[src/rtl/my_ifft_n4.sv]
// my_ifft_n4 -- streaming 4-point radix-4 inverse DFT.
//
// Accepts 4-word frequency-domain frames (X0..X3, DATA_WIDTH+1 bit complex
// samples, X0 marked by data_in_flag_i, no gaps) and emits the matching
// time-domain frame x0..x3, scaled by 1/4 (floor) and saturated to
// DATA_WIDTH bits. Flag-to-flag latency is 5 cycles, one frame per 4 cycles.
//
// Ports:
//   sys_clk_i        - system clock, rising edge
//   sys_rst_n_i      - synchronous active-low reset
//   data_in_flag_i   - high on X0 of an input frame
//   xk_real_i/imag_i - input sample Xk, signed DATA_WIDTH+1
//   data_out_flag_o  - high on x0 of an output frame
//   data_out_valid_o - high on all four output words
//   xn_real_o/imag_o - output sample xn, signed DATA_WIDTH (0 when not valid)

module my_ifft_n4 #(
  parameter int DATA_WIDTH = 32
) (
  input  logic                         sys_clk_i,
  input  logic                         sys_rst_n_i,
  input  logic                         data_in_flag_i,
  input  logic signed [DATA_WIDTH:0]   xk_real_i,
  input  logic signed [DATA_WIDTH:0]   xk_imag_i,
  output logic                         data_out_flag_o,
  output logic                         data_out_valid_o,
  output logic signed [DATA_WIDTH-1:0] xn_real_o,
  output logic signed [DATA_WIDTH-1:0] xn_imag_o
);

  localparam int IW  = DATA_WIDTH + 1;  // input sample width
  localparam int S1W = DATA_WIDTH + 2;  // first butterfly stage
  localparam int S2W = DATA_WIDTH + 3;  // second butterfly stage

  // ---------------------------------------------------------------------
  // Input framing FSM
  // ---------------------------------------------------------------------
  typedef enum logic {IDLE, COLLECT} state_t;

  state_t     state, state_next;
  logic [1:0] in_cnt, in_cnt_next;
  logic       cap_we;
  logic [1:0] cap_idx;
  logic       frame_done;

  always_ff @(posedge sys_clk_i) begin
    if (!sys_rst_n_i) begin
      state  <= IDLE;
      in_cnt <= 2'd0;
    end else begin
      state  <= state_next;
      in_cnt <= in_cnt_next;
    end
  end

  always_comb begin
    state_next  = state;
    in_cnt_next = in_cnt;
    cap_we      = 1'b0;
    cap_idx     = 2'd0;
    frame_done  = 1'b0;
    case (state)
      IDLE: begin
        if (data_in_flag_i) begin
          cap_we      = 1'b1;
          cap_idx     = 2'd0;
          in_cnt_next = 2'd1;
          state_next  = COLLECT;
        end
      end
      COLLECT: begin
        if (data_in_flag_i) begin
          // Restart: the current word becomes X0 of a new frame.
          cap_we      = 1'b1;
          cap_idx     = 2'd0;
          in_cnt_next = 2'd1;
        end else if (in_cnt == 2'd3) begin
          // X3 is not stored; it feeds stage 1 straight from the input.
          frame_done  = 1'b1;
          in_cnt_next = 2'd0;
          state_next  = IDLE;
        end else begin
          cap_we      = 1'b1;
          cap_idx     = in_cnt;
          in_cnt_next = in_cnt + 2'd1;
        end
      end
      default: begin
        state_next  = IDLE;
        in_cnt_next = 2'd0;
      end
    endcase
  end

  // Capture registers for X0..X2
  logic signed [IW-1:0] cap_re [0:2];
  logic signed [IW-1:0] cap_im [0:2];

  generate
    for (genvar gi = 0; gi < 3; gi++) begin : g_cap
      always_ff @(posedge sys_clk_i) begin
        if (cap_we && (cap_idx == 2'(gi))) begin
          cap_re[gi] <= xk_real_i;
          cap_im[gi] <= xk_imag_i;
        end
      end
    end
  endgenerate

  // ---------------------------------------------------------------------
  // Stage 1: a = X0+X2, b = X0-X2, c = X1+X3, d = X1-X3
  // ---------------------------------------------------------------------
  logic signed [S1W-1:0] x0_re, x0_im, x1_re, x1_im;
  logic signed [S1W-1:0] x2_re, x2_im, x3_re, x3_im;

  assign x0_re = S1W'(cap_re[0]);
  assign x0_im = S1W'(cap_im[0]);
  assign x1_re = S1W'(cap_re[1]);
  assign x1_im = S1W'(cap_im[1]);
  assign x2_re = S1W'(cap_re[2]);
  assign x2_im = S1W'(cap_im[2]);
  assign x3_re = S1W'(xk_real_i);
  assign x3_im = S1W'(xk_imag_i);

  logic signed [S1W-1:0] a_re, a_im, b_re, b_im, c_re, c_im, d_re, d_im;
  logic                  s1_valid;

  always_ff @(posedge sys_clk_i) begin
    if (!sys_rst_n_i) begin
      s1_valid <= 1'b0;
    end else begin
      s1_valid <= frame_done;
    end
  end

  always_ff @(posedge sys_clk_i) begin
    if (frame_done) begin
      a_re <= x0_re + x2_re;
      a_im <= x0_im + x2_im;
      b_re <= x0_re - x2_re;
      b_im <= x0_im - x2_im;
      c_re <= x1_re + x3_re;
      c_im <= x1_im + x3_im;
      d_re <= x1_re - x3_re;
      d_im <= x1_im - x3_im;
    end
  end

  // ---------------------------------------------------------------------
  // Stage 2: s0 = a+c, s2 = a-c, s1 = b + j*d, s3 = b - j*d
  // ---------------------------------------------------------------------
  logic signed [S2W-1:0] s_re [0:3];
  logic signed [S2W-1:0] s_im [0:3];

  assign s_re[0] = S2W'(a_re) + S2W'(c_re);
  assign s_im[0] = S2W'(a_im) + S2W'(c_im);
  assign s_re[2] = S2W'(a_re) - S2W'(c_re);
  assign s_im[2] = S2W'(a_im) - S2W'(c_im);
  assign s_re[1] = S2W'(b_re) - S2W'(d_im);
  assign s_im[1] = S2W'(b_im) + S2W'(d_re);
  assign s_re[3] = S2W'(b_re) + S2W'(d_im);
  assign s_im[3] = S2W'(b_im) - S2W'(d_re);

  // Divide by 4 with floor rounding, then clamp to DATA_WIDTH. The value
  // fits when every bit from the DATA_WIDTH-1 position upward equals the sign.
  localparam int TOPW = S2W - DATA_WIDTH + 1;

  function automatic logic signed [DATA_WIDTH-1:0] scale_sat(
    input logic signed [S2W-1:0] s
  );
    logic signed [S2W-1:0] sh;
    logic [TOPW-1:0]       top;
    sh  = s >>> 2;
    top = sh[S2W-1:DATA_WIDTH-1];
    if ((top == {TOPW{1'b0}}) || (top == {TOPW{1'b1}})) begin
      return sh[DATA_WIDTH-1:0];
    end else if (sh[S2W-1]) begin
      return {1'b1, {(DATA_WIDTH-1){1'b0}}};
    end else begin
      return {1'b0, {(DATA_WIDTH-1){1'b1}}};
    end
  endfunction

  logic signed [DATA_WIDTH-1:0] sat_re [0:3];
  logic signed [DATA_WIDTH-1:0] sat_im [0:3];

  generate
    for (genvar gi = 0; gi < 4; gi++) begin : g_sat
      assign sat_re[gi] = scale_sat(s_re[gi]);
      assign sat_im[gi] = scale_sat(s_im[gi]);
    end
  endgenerate

  // ---------------------------------------------------------------------
  // Output buffer: x0 goes straight to the output registers on load, x1..x3
  // wait in a 3-entry shift buffer. A new load (back-to-back frame) lands in
  // the same cycle the previous frame's x3 is on the output, so it simply
  // takes priority over the shift.
  // ---------------------------------------------------------------------
  logic signed [DATA_WIDTH-1:0] obuf_re [0:2];
  logic signed [DATA_WIDTH-1:0] obuf_im [0:2];
  logic [1:0]                   out_left;

  always_ff @(posedge sys_clk_i) begin
    if (!sys_rst_n_i) begin
      out_left         <= 2'd0;
      data_out_flag_o  <= 1'b0;
      data_out_valid_o <= 1'b0;
      xn_real_o        <= '0;
      xn_imag_o        <= '0;
    end else if (s1_valid) begin
      out_left         <= 2'd3;
      data_out_flag_o  <= 1'b1;
      data_out_valid_o <= 1'b1;
      xn_real_o        <= sat_re[0];
      xn_imag_o        <= sat_im[0];
    end else if (out_left != 2'd0) begin
      out_left         <= out_left - 2'd1;
      data_out_flag_o  <= 1'b0;
      data_out_valid_o <= 1'b1;
      xn_real_o        <= obuf_re[0];
      xn_imag_o        <= obuf_im[0];
    end else begin
      data_out_flag_o  <= 1'b0;
      data_out_valid_o <= 1'b0;
      xn_real_o        <= '0;
      xn_imag_o        <= '0;
    end
  end

  always_ff @(posedge sys_clk_i) begin
    if (s1_valid) begin
      for (int i = 0; i < 3; i++) begin
        obuf_re[i] <= sat_re[i+1];
        obuf_im[i] <= sat_im[i+1];
      end
    end else begin
      for (int i = 0; i < 2; i++) begin
        obuf_re[i] <= obuf_re[i+1];
        obuf_im[i] <= obuf_im[i+1];
      end
    end
  end

endmodule
[config.mk]
export PLATFORM = sky130hd
export DESIGN_NAME = my_ifft_n4
export DESIGN_NICKNAME = d
export VERILOG_FILES = /design/src/rtl/my_ifft_n4.sv
export SDC_FILE = /design/constraint.sdc
export NUM_CORES = 2
export LEC_CHECK = 0
export CORE_MARGIN = 8
export CORE_UTILIZATION = 45
export DETAILED_ROUTE_END_ITERATION = 8
export PLACE_DENSITY = 0.7
export SLEW_MARGIN = 15
export SYNTH_ARGS = -nofsm -noshare
export SYNTH_HDL_FRONTEND = slang
export SYNTH_SLANG_ARGS = --single-unit
export TNS_END_PERCENT = 100
[constraint.sdc]
create_clock -name sys_clk_i -period 36.8 [get_ports sys_clk_i]
set_input_delay 9.2 -clock sys_clk_i [delete_from_list [all_inputs] [get_ports sys_clk_i]]
set_output_delay 9.2 -clock sys_clk_i [all_outputs]
set_load 0.02 [all_outputs]
# Word-level counts from Yosys, hierarchy flattened
# Memories as Yosys holds them, arrays and structs flattened.
# Cells that the tools add are included.
[op_classes]
add_sub_neg = 18
n_eq_ne = 12
muxes = 63
bitwise = 5
reduce_logical = 26
[ops]
columns = ["operator", "count"]
rows = [
  ["32-bit 2-to-1 mux", 24],
  ["34-bit by 34-bit adder with 35-bit output", 4],
  ["34-bit by 34-bit subtractor with 35-bit output", 4],
  ["33-bit by 33-bit adder with 34-bit output", 4],
  ["33-bit by 33-bit subtractor with 34-bit output", 4],
  ["33-bit 2-to-1 mux", 4],
  ["33-bit OR reduction", 4],
  ["4-bit == test (second input constant)", 8],
  ["4-bit logical NOT", 8],
  ["2-bit 2-to-1 mux", 11],
  ["1-bit 2-to-1 mux", 21],
  ["1-bit logical OR", 8],
  ["2-bit one-hot mux with 2 select lines", 2],
  ["2-bit == test (second input constant)", 2],
  ["1-bit bitwise OR", 4],
  ["2-bit nonzero test", 2],
  ["1-bit logical AND", 3],
  ["2-bit by 1-bit adder with 2-bit output (second input constant)", 1],
  ["2-bit by 1-bit == test with 1-bit output (second input constant)", 1],
  ["2-bit logical NOT", 1],
  ["2-bit != test (second input constant)", 1],
  ["1-bit one-hot mux with 2 select lines", 1],
  ["2-bit by 1-bit subtractor with 2-bit output (second input constant)", 1],
  ["1-bit inverter", 1],
]
[totals]
ff_bits = 344
ram_bits = 390
inputBits = 69
output_inout_bits = 66
wordCells = 144
memories = 4
[memory_table]
columns = ["memory", "words", "width", "rd", "rd_clocked_by_memory_dff", "write_ports", "line", "rtl"]
rows = [
  ["cap_im", 3, 33, 3, 0, 1, "97", "logic signed [IW-1:0] cap_im [0:2];"],
  ["cap_re", 3, 33, 3, 0, 1, "96", "logic signed [IW-1:0] cap_re [0:2];"],
  ["obuf_im", 3, 32, 3, 0, 3, "201", "logic signed [DATA_WIDTH-1:0] obuf_im [0:2];"],
  ["obuf_re", 3, 32, 3, 0, 3, "200", "logic signed [DATA_WIDTH-1:0] obuf_re [0:2];"],
]

# Depth between registers and ports, before layout
[logic_depth]
word_depth = 11
depth_mapped = 17
mapped_depth_nobuf = 14

# Worst setup path after synthesis
# OpenSTA, ideal clock, no wires.
[synth_timing]
path_type = "in2reg"
startpoint = "in data_in_flag_i"
endpoint = "reg a_im[10] (enable)"
setup_ns = 0.901
arrival_time_ns = 20.498
slack_ns = 15.401
path_stages = 2
path_buffers = 1
path_cell_list = "clkbuf_1 -> nor2_1"
[synth_between]
elab_chain_len = 2
[synth_rtl]
columns = ["item", "line", "rtl"]
rows = [
  ["from (decl)", "22", "input logic data_in_flag_i,"],
  ["1-bit 2-to-1 mux", "72", "if (data_in_flag_i) begin"],
  ["1-bit 2-to-1 mux", "62", "case (state)"],
  ["named net frame_done", "44", "logic frame_done;"],
  ["to (signal assigned)", "139", "a_im <= x0_im + x2_im;"],
  ["to (decl)", "125", "logic signed [S1W-1:0] a_re, a_im, b_re, b_im, c_re, c_im, d_re, d_im;"],
]
# The timed path passes the listed nets, and every way through them passes these cells.
# A chain may end at the register's enable or synchronous reset.

# Worst setup path in the final report
[layout_timing]
startpoint = "in xk_real_i[0]"
endpoint = "reg d_re[32], data pin"
[layout_between]
elab_chain_len = 1
[layout_rtl]
columns = ["item", "line", "rtl"]
rows = [
  ["from (decl)", "23", "input logic signed [DATA_WIDTH:0] xk_real_i,"],
  ["33-bit by 33-bit subtractor with 34-bit output", "144", "d_re <= x1_re - x3_re;"],
  ["to (signal assigned)", "144", ""],
  ["to (decl)", "125", ""],
]
# No other way between the ends.

==> results.json <==
{
  "via_count": 38800,
  "rsz0062_at_grt": "no",
  "grt_pass1_wl_um": 211000,
  "critical-path-slowest-cell": "a2111oi_0",
  "syn-cell-area_um2": 49800,
  "finalMaxSlewViolations": 0,
  "cap_viol_max_count": 0,
  "vias_per_cell": 5.67,
  "ctsResizeCount": 0,
  "hold_class": "flip-flop to flip-flop",
  "start_util_pct": 45.2,
  "clock.fmax_mhz": 74.3,
  "first_global_vias": 36800,
  "ant_nets": 0,
  "hpwl_um": 107000,
  "clock_latency_ns": 0.65,
  "hold_end": "obuf_re[0][13]",
  "nFillCells": 10200,
  "syn2layout_area_growth_pct": 10.8,
  "track_usage_pct": 21.8,
  "first_iter_violations": 4031,
  "die_height_um": 349,
  "postSynthCellCount": 5295,
  "drc_errors": 0,
  "timing.rr.end": "obuf_re[1][1]",
  "path_delay_family": "compound AO/OA/AOI/OAI gates",
  "reg2regPathDepth": 12,
  "rows": 122,
  "setup_tns_ns": 0,
  "synth-seq-cells": 730,
  "async_flop_share_pct": 0,
  "cts_max_path_buffers": 3,
  "period_needed_ns": 13.46,
  "outcome": "complete, no violations",
  "synth_cell_type_count": 90,
  "path_cells": "clkdlybuf4s50_1 > ha_1 > fa_1 > nor2b_1 > o21ai_0 > a21oi_1 > o211ai_1 > a2111oi_0 > o21ai_0 > and3_1 > a211oi_1 > a21oi_1 > a21o_1 > xnor2_1",
  "numPortBuffers": 134,
  "h-tree-depth": 3,
  "cp.required_ns": 37.19,
  "io_pins": 135,
  "final_common_cell": "inv_1",
  "cts_root_buffer": "clkbuf_16",
  "hold_depth": 1,
  "final_cell_mix": "inv_1, ha_1, edfxtp_1",
  "startpoint_type": "input port",
  "power_density_nw_per_um2": 38.3,
  "grt-ovfl-total": 0,
  "fin_crit_sh_pct": 36.6,
  "regToRegStartpoint": "b_re[1]",
  "total_power_uw": 2110,
  "ys_warn_count": 0,
  "post_cts_buffers": 0,
  "coreArea_um2": 110000,
  "ys_dominant_reg_cell": "edfxtp_1",
  "die_w_um": 349,
  "grt_start_max_net_pins": 75,
  "cts_sinks": 730,
  "seq_area_frac_synth_pct": 40.0,
  "clkTransAtPathRegs_ns": 0.06,
  "leakage_uw": 0.0222,
  "multi_input_area_um2": 26900,
  "min_from": "obuf_re[0][45]",
  "cts_tree": "built",
  "cts_made_buffers": 84,
  "dr.pass1.iters": 7,
  "place_ws_ns": 22.71,
  "dp_cells": 6684,
  "dieArea_um2": 122000,
  "num-nets-final": 5891,
  "route.final.wire_length_um": 138000,
  "cp_slowest_stage_delay_ns": 0.96,
  "final_cells": 6844,
  "ir_drop_mv": 0.0321,
  "syn_nets": 5904,
  "reg2reg_slack_ns": 31.37,
  "antenna_found_initial": 15,
  "drive_above_1_share_pct": 4.69,
  "synth_edf_count": 530,
  "hold_viol": 0,
  "setup_viol": 0,
  "maxSlewHeadroom_pct": 24.7,
  "ctsHoldBuffers": 0,
  "syn_avg_cell_area_um2": 9.41,
  "seq_area_um2": 19900,
  "crit_fanout": 5,
  "crit_buf_inv": 1,
  "critPathKind": "input port to flip-flop",
  "finClkSkew_ns": 0.0195,
  "wl_per_cell_um": 20.2,
  "cp-end-kind": "flip-flop",
  "arrival_ns": 13.85,
  "layout_setup_ws_ns": 23.34,
  "tightest_slew_ns": 1.13,
  "gp_congestion": 0.902
}
logic make-up (layout without fill, tap and decap cells):
logic type,after synthesis,after routing,share of synthesized area [%]
flip-flops,730,730,40.0
buffers and inverters,805,859,6.19
AND/OR/NAND/NOR,1191,1191,11.3
adder cells (fa/ha/maj),564,564,14.2
multiplexers,27,27,0.615
AO/OA/AOI/OAI,1539,1539,20.1
other,0,7,0
XOR/XNOR,439,439,7.72
flip-flops by register name (all words and copies together) (netlist names), 33 cells and up:
name,cells
cap_re,99
obuf_im,96
a_re,33
c_re,34
a_im,33
cap_im,99
c_im,34
obuf_re,96
d_re,33
d_im,33
b_im,34
b_re,34
per-stage QoR:
stage | cell area (um2) | util (%) | hold slack, ns
floorplan | 49800 | - | 0.401
global placement | 52300 | 47.4 | 0.417
detailed placement | 52300 | 47.4 | 0.419
CTS | 55200 | 50.1 | 0.434
global route | 55200 | 50.1 | 0.446
finish | 55200 | 50.1 | 0.428
worst register-to-register path, delay by kind of cell (launching register included):
kind | cells | cell delay [ns]
DFF | 1 | 0.41
adders and majority gates | 1 | 0.32
and+or+nand+nor | 3 | 1.79
AOI/OAI and AO/OA | 8 | 2.70
how the worst max path moves through the flow:
stage,startpoint,to,slack (ns),depth (start not counted)
after floorplan,data_in_flag_i,a_im[10],15.40,2
after global placement,xk_real_i[0],d_re[32],22.72,14
after detailed placement,xk_real_i[0],d_re[32],22.71,14
after CTS,xk_real_i[0],d_re[32],23.39,14
after global routing,xk_real_i[0],d_re[32],23.10,14
final,xk_real_i[0],d_re[32],23.34,14
per-layer routing:
layer	vias up	track usage, %	wire length (um)
li1	18800	-	-
met2	1177	36.0	64300
met4	4	7.80	4960
met5	-	0	23
met1	18700	29.4	60900
met3	186	2.66	8270
cell usage after synthesis (11+ instances only):
cell | n | area share [%]
a22o_1 | 23 | 0.40
maj3_1 | 24 | 0.48
nor2_1 | 458 | 3.4
nor3_1 | 118 | 1.2
a31oi_1 | 58 | 0.73
nand2_1 | 215 | 1.6
o21a_1 | 32 | 0.48
a21oi_1 | 478 | 4.8
o31ai_1 | 27 | 0.41
a2111oi_0 | 22 | 0.39
a21boi_0 | 16 | 0.24
o21bai_1 | 119 | 1.8
nor4_1 | 31 | 0.39
o21ba_2 | 11 | 0.22
ha_1 | 532 | 13
nand2b_1 | 66 | 0.83
buf_2 | 20 | 0.20
o41ai_1 | 16 | 0.28
clkbuf_1 | 224 | 1.7
o21ai_0 | 300 | 3.0
a211oi_1 | 44 | 0.66
o2bb2ai_1 | 41 | 0.72
and3_1 | 26 | 0.33
or2_2 | 14 | 0.18
dfxtp_1 | 200 | 8.0
a221o_1 | 27 | 0.54
a211o_1 | 15 | 0.26
xnor2_1 | 368 | 6.5
or3_1 | 23 | 0.29
edfxtp_1 | 530 | 32
nand3_1 | 72 | 0.72
a21o_1 | 97 | 1.5
and2_1 | 19 | 0.24
nand4_1 | 35 | 0.44
mux2_2 | 19 | 0.43
nor2b_1 | 57 | 0.72
or4_1 | 21 | 0.32
o211ai_1 | 77 | 1.2
xor2_1 | 71 | 1.2
inv_1 | 538 | 4.1
power by group:
part	internal, uW	switching, uW	total (uW)
combinational	118	181	299
clock	532	355	887
sequential	916	10.4	926
total	1570	547	2110
cell type report:
class	count	share of cell area, %
antenna	7	0.0317
sequential	730	36.1
clock inverter	41	0.764
multi-input combinational	3760	48.7
inverter	542	3.68
tap	1488	3.37
clock buffer	112	4.51
timing repair buffer	164	2.84
No activity file was read; power rests on OpenSTA's default activity.
